===== config.mk =====
export PLATFORM = sky130hd
export DESIGN_NAME = ccc_lock_reset_seq
export DESIGN_NICKNAME = d
export VERILOG_FILES = /design/src/rtl/ccc_lock_reset_seq.sv
export SDC_FILE = /design/constraint.sdc
export NUM_CORES = 1
export LEC_CHECK = 0
export CORE_MARGIN = 5
export CORE_UTILIZATION = 39
export DETAILED_ROUTE_END_ITERATION = 10
export SLEW_MARGIN = 20
export SYNTH_ARGS = -nofsm -noshare
export SYNTH_HDL_FRONTEND = slang
export SYNTH_SLANG_ARGS = --single-unit

===== constraint.sdc =====
create_clock -name PCLK -period 2 [get_ports PCLK]
set_input_delay 0.6 -clock PCLK [delete_from_list [all_inputs] [get_ports PCLK]]
set_output_delay 0.6 -clock PCLK [all_outputs]
set_load 0.01 [all_outputs]

===== src/rtl/ccc_lock_reset_seq.sv =====
// Fabric reset sequencer behind the CCC: waits for lock to be stable, holds reset
// for a fixed period, then releases; counts and flags lock losses seen while running.
module ccc_lock_reset_seq #(
  parameter int unsigned STABLE_CYCLES = 16,
  parameter int unsigned HOLD_CYCLES   = 8,
  parameter int unsigned CNT_W         = 16,
  parameter int unsigned LOSS_W        = 8
) (
  input  logic              PCLK,
  input  logic              PRESERN,
  input  logic              LOCK_IN,
  input  logic              SW_RESET,
  input  logic              CLR_LOSS,
  output logic              FAB_RESETN,
  output logic              READY,
  output logic [1:0]        STATE,
  output logic [LOSS_W-1:0] LOSS_COUNT,
  output logic              LOSS_IRQ
);

  typedef enum logic [1:0] {
    S_WAIT = 2'd0,
    S_STAB = 2'd1,
    S_HOLD = 2'd2,
    S_RUN  = 2'd3
  } state_e;

  localparam logic [CNT_W-1:0] STAB_LAST = CNT_W'(STABLE_CYCLES - 1);
  localparam logic [CNT_W-1:0] HOLD_LAST = CNT_W'(HOLD_CYCLES - 1);

  state_e              state_q, state_d;
  logic [CNT_W-1:0]    cnt_q, cnt_d;
  logic [1:0]          sync_q;
  logic [LOSS_W-1:0]   loss_q, loss_d;
  logic                fab_q, irq_q;
  logic                lock_s, loss_inc;

  assign lock_s = sync_q[1];

  always_comb begin
    state_d  = state_q;
    cnt_d    = cnt_q;
    loss_inc = 1'b0;
    case (state_q)
      S_WAIT: begin
        cnt_d = '0;
        if (lock_s) state_d = S_STAB;
      end
      S_STAB: begin
        if (!lock_s) state_d = S_WAIT;
        else if (cnt_q == STAB_LAST) begin
          state_d = S_HOLD;
          cnt_d   = '0;
        end else cnt_d = cnt_q + CNT_W'(1);
      end
      S_HOLD: begin
        if (!lock_s) state_d = S_WAIT;
        else if (cnt_q == HOLD_LAST) state_d = S_RUN;
        else cnt_d = cnt_q + CNT_W'(1);
      end
      S_RUN: begin
        // a loss outranks a simultaneous firmware re-hold request
        if (!lock_s) begin
          state_d  = S_WAIT;
          loss_inc = 1'b1;
        end else if (SW_RESET) begin
          state_d = S_HOLD;
          cnt_d   = '0;
        end
      end
      default: state_d = S_WAIT;
    endcase
  end

  always_comb begin
    loss_d = loss_q;
    if (CLR_LOSS)                    loss_d = LOSS_W'(loss_inc);
    else if (loss_inc && loss_q != '1) loss_d = loss_q + LOSS_W'(1);
  end

  always_ff @(posedge PCLK) begin
    if (!PRESERN) begin
      sync_q  <= '0;
      state_q <= S_WAIT;
      cnt_q   <= '0;
      loss_q  <= '0;
      fab_q   <= 1'b0;
      irq_q   <= 1'b0;
    end else begin
      sync_q  <= {sync_q[0], LOCK_IN};
      state_q <= state_d;
      cnt_q   <= cnt_d;
      loss_q  <= loss_d;
      fab_q   <= (state_d == S_RUN);
      irq_q   <= loss_inc;
    end
  end

  // READY mirrors the released condition so it reads 0 out of reset
  assign FAB_RESETN = fab_q;
  assign READY      = fab_q;
  assign STATE      = state_q;
  assign LOSS_COUNT = loss_q;
  assign LOSS_IRQ   = irq_q;

endmodule

==> metrics.md <==
| Metric | Value |
|---|---|
| GRT overflow | `0` |
| Num CTS Buffers | `5` |
| DRT Wirelength | `3850 µm` |
| Final hold slack | `~0.43 ns` |
| Power share of the clock group | `0.399` |
| Post-DRT Antenna Nets | `0` |
| Chip Height | `roughly 74 µm` |
| EDFF count, synth | `0` |
| Initial Util | `0.399` |
| Critical path endpoint category | `flip-flop` |
| Fmax | `518 MHz` |
| Top cells by area, synth | `dfxtp_1 (38%), nor2_1 (5.7%), ha_1 (5.6%)` |
| Pwr Density | `529 mW/mm²` |
| Actual slew at the worst max-slew pin | `0.572 ns` |
| Slew headroom | `0.617` |
| Max cap viols | `0` |
| Antenna violations before repair | `0` |
| Cell Rows | `23` |
| Comb power frac | `0.059` |
| Largest net degree at the start of global routing | `15` |
| Cell Area, Synth | `0.00157 mm²` |
| Iter 0 DRT Violations | `52` |
| Synth Net Count | `197` |
| Root Driver | `clkbuf_8` |
| Worst reg2reg path depth | `7` |
| H-tree Lvls | `2` |
| Required @ worst endpoint | `2.21 ns` |
| Commonest cells post-synth | `dfxtp_1 (30), nor2_1 (24), nand2_1 (16)` |
| Post-synthesis cell count | `185` |
| Vias | `1501` |
| Vias per cell | `~5.3` |
| Area growth syn-to-layout | `33.8%` |
| Net switching power | `241 µW` |
| Drt first pass iters | `4` |
| Synth Warn # | `0` |
| Mean area per synthesized cell | `roughly 8.5 µm²` |
| Max Buffers Root-to-Sink | `2` |
| Distinct cell type count after synthesis | `43` |
| CP startpoint kind | `flip-flop` |
| Min cycle time layout | `1.93 ns` |
| Hold buffer count at cts | `0` |
| Core ar. | `just under 0.004 mm²` |
| Static Leakage | `0.000778 µW` |
| Final HPWL DP | `2860 µm` |
| First-pass GRT wire length | `approximately 6600 µm` |
| Sw Ratio | `0.217` |
| Drt drc | `0` |
| IO Pins | `18` |
| Vias in the first global route | `1430` |
| Worst VDD drop | `0.397 mV` |
| Min-delay worst type | `reg -> reg` |
| Setup TNS Final | `0 ns` |
| Final setup violation count | `0` |
| Filler cell count in the final layout | `361` |
| # diodes | `0` |
| Die footprint | `0.00540 mm²` |
| Top-count cell post-synth | `dfxtp_1` |
| Final Power | `between 1000 and 1500 µW` |
| CP Class | `reg -> reg` |
| RD Place Congestion | `0.819` |
| CTS tree | `built` |
| Sequential share of power | `0.542` |
| Pint | `just under 900 µW` |
| Nets | `243` |
| Worst skew pair latency | `0.27 ns` |
| Share of the yosys chip area belonging to registers | `0.382` |
| Async S/R FF share, synth | `0` |
| Area leader, netlist | `dfxtp_1` |
| PortBufs | `17` |
| GRT Util Overall | `0.155` |
| Synth top area share | `0.382` |
| Number of synthesized register bits | `30` |
| Final-report hold violation count | `0` |
| Die width | `73.5 µm` |
| Hold path depth | `1` |
| CTS clock-pin slew for the worst setup and hold paths | `roughly 0.06 ns` |
| Status | `completed` |
| Final Cycle Share | `0.965` |
| Main synth FF type | `dfxtp_1` |
| Worst path arrival time | `2.14 ns` |
| CTS sink cnt | `30` |
| Wire length per cell | `around 14 µm` |
| Share of cells above drive strength 1 | `0.195` |
| Worst Path Max Fanout | `6` |
| Pins Over Slew Limit | `0` |
| Clock Skew | `0.00395 ns` |
| RSZ-0062 raised after global routing | `true` |
==> registers in the layout (all words and copies together), names as in the netlist <==
name,cells
sync_q,2
STATE,2
LOSS_COUNT,8
LOSS_IRQ,1
FAB_RESETN,1
cnt_q,16
==> metrics by stage <==
step / std cells / util / worst slack, ns / instance area, µm²
global placement: 272 / 0.499 / -0.357 / 1970
CTS: 279 / 0.524 / 0.000242 / 2070
global route: 281 / 0.534 / -0.0148 / 2100
detailed placement: 272 / 0.499 / -0.445 / 1970
finish: 281 / 0.534 / 0.0698 / 2100
floorplan: 185 / - / 0.0287 / 1580
==> final timing paths <==
| path | end | from | slack [ns] |
|---|---|---|---|
| worst max-delay path | cnt_q[4] | STATE[0] | 0.07 |
| worst min-delay path | sync_q[1] | sync_q[0] | 0.43 |
| worst max register to register | cnt_q[4] | STATE[0] | 0.07 |
| worst min register to register | sync_q[1] | sync_q[0] | 0.43 |
==> critical path, cell delays in order, from the launching register on <==
cell	delay, ns
dfxtp_2	0.33
inv_2	0.08
ha_4	0.17
and4b_1	0.20
and4_1	0.23
nand4b_4	0.21
or3b_2	0.48
a21oi_1	0.15
==> what timing repair did <==
item | 4_1_cts | 5_1_grt
endpoints found under the setup margin | 12 | 11
hold endpoints to repair | 0 | 0
pin swaps | 1 | 2
setup buffers | 0 | 2
resized for setup | 7 | 5
==> kinds of logic after synthesis <==
group | Yosys count | share of synthesized area
AOI/OAI and AO/OA | 25 | 0.0971
and+or+nand+nor | 98 | 0.352
muxes | 2 | 0.0127
adders and majority gates | 7 | 0.0557
DFF | 30 | 0.382
buffers and inverters | 10 | 0.0286
xor gates and xnor gates | 13 | 0.0724
==> routing by layer <==
| layer | wire (µm) | vias to the layer above | track usage |
|---|---|---|---|
| met5 | 0 | - | 0 |
| met4 | 25 | 0 | 0.0423 |
| met3 | 233 | 4 | 0.0451 |
| met2 | 1850 | 43 | 0.248 |
| met1 | 1750 | 694 | 0.201 |
| li1 | - | 760 | - |
==> cell type report <==
| class | instances | area (µm²) | area share |
|---|---|---|---|
| inverter | 7 | 26.3 | 0.0125 |
| sequential | 30 | 603 | 0.287 |
| tap | 50 | 62.6 | 0.0297 |
| multi-input combinational | 145 | 978 | 0.465 |
| timing repair buffer | 42 | 358 | 0.170 |
| clock buffer | 7 | 76.3 | 0.0363 |
==> cells in the final DEF, fill, tap and decap left out, types with 6 or more instances in the layout <==
| master | count |
|---|---|
| a21oi_1 | 6 |
| buf_4 | 25 |
| nor2_1 | 23 |
| clkdlybuf4s50_1 | 17 |
| o21ai_0 | 7 |
| dfxtp_1 | 28 |
| inv_1 | 6 |
| nand4_1 | 6 |
| nand3_1 | 14 |
| and3_1 | 6 |
| nand2_1 | 16 |
| xor2_1 | 8 |
==> power by group through the flow <==
stage	sequential (µW)	clock (µW)	combinational [µW]
detailed placement	616	0	60.1
CTS	603	458	62.7
floorplan	617	0	27.2
global placement	616	0	59.3
global route	604	479	71.3
finish	604	444	65.3
Note: power is estimated with default switching activity, not from simulation.
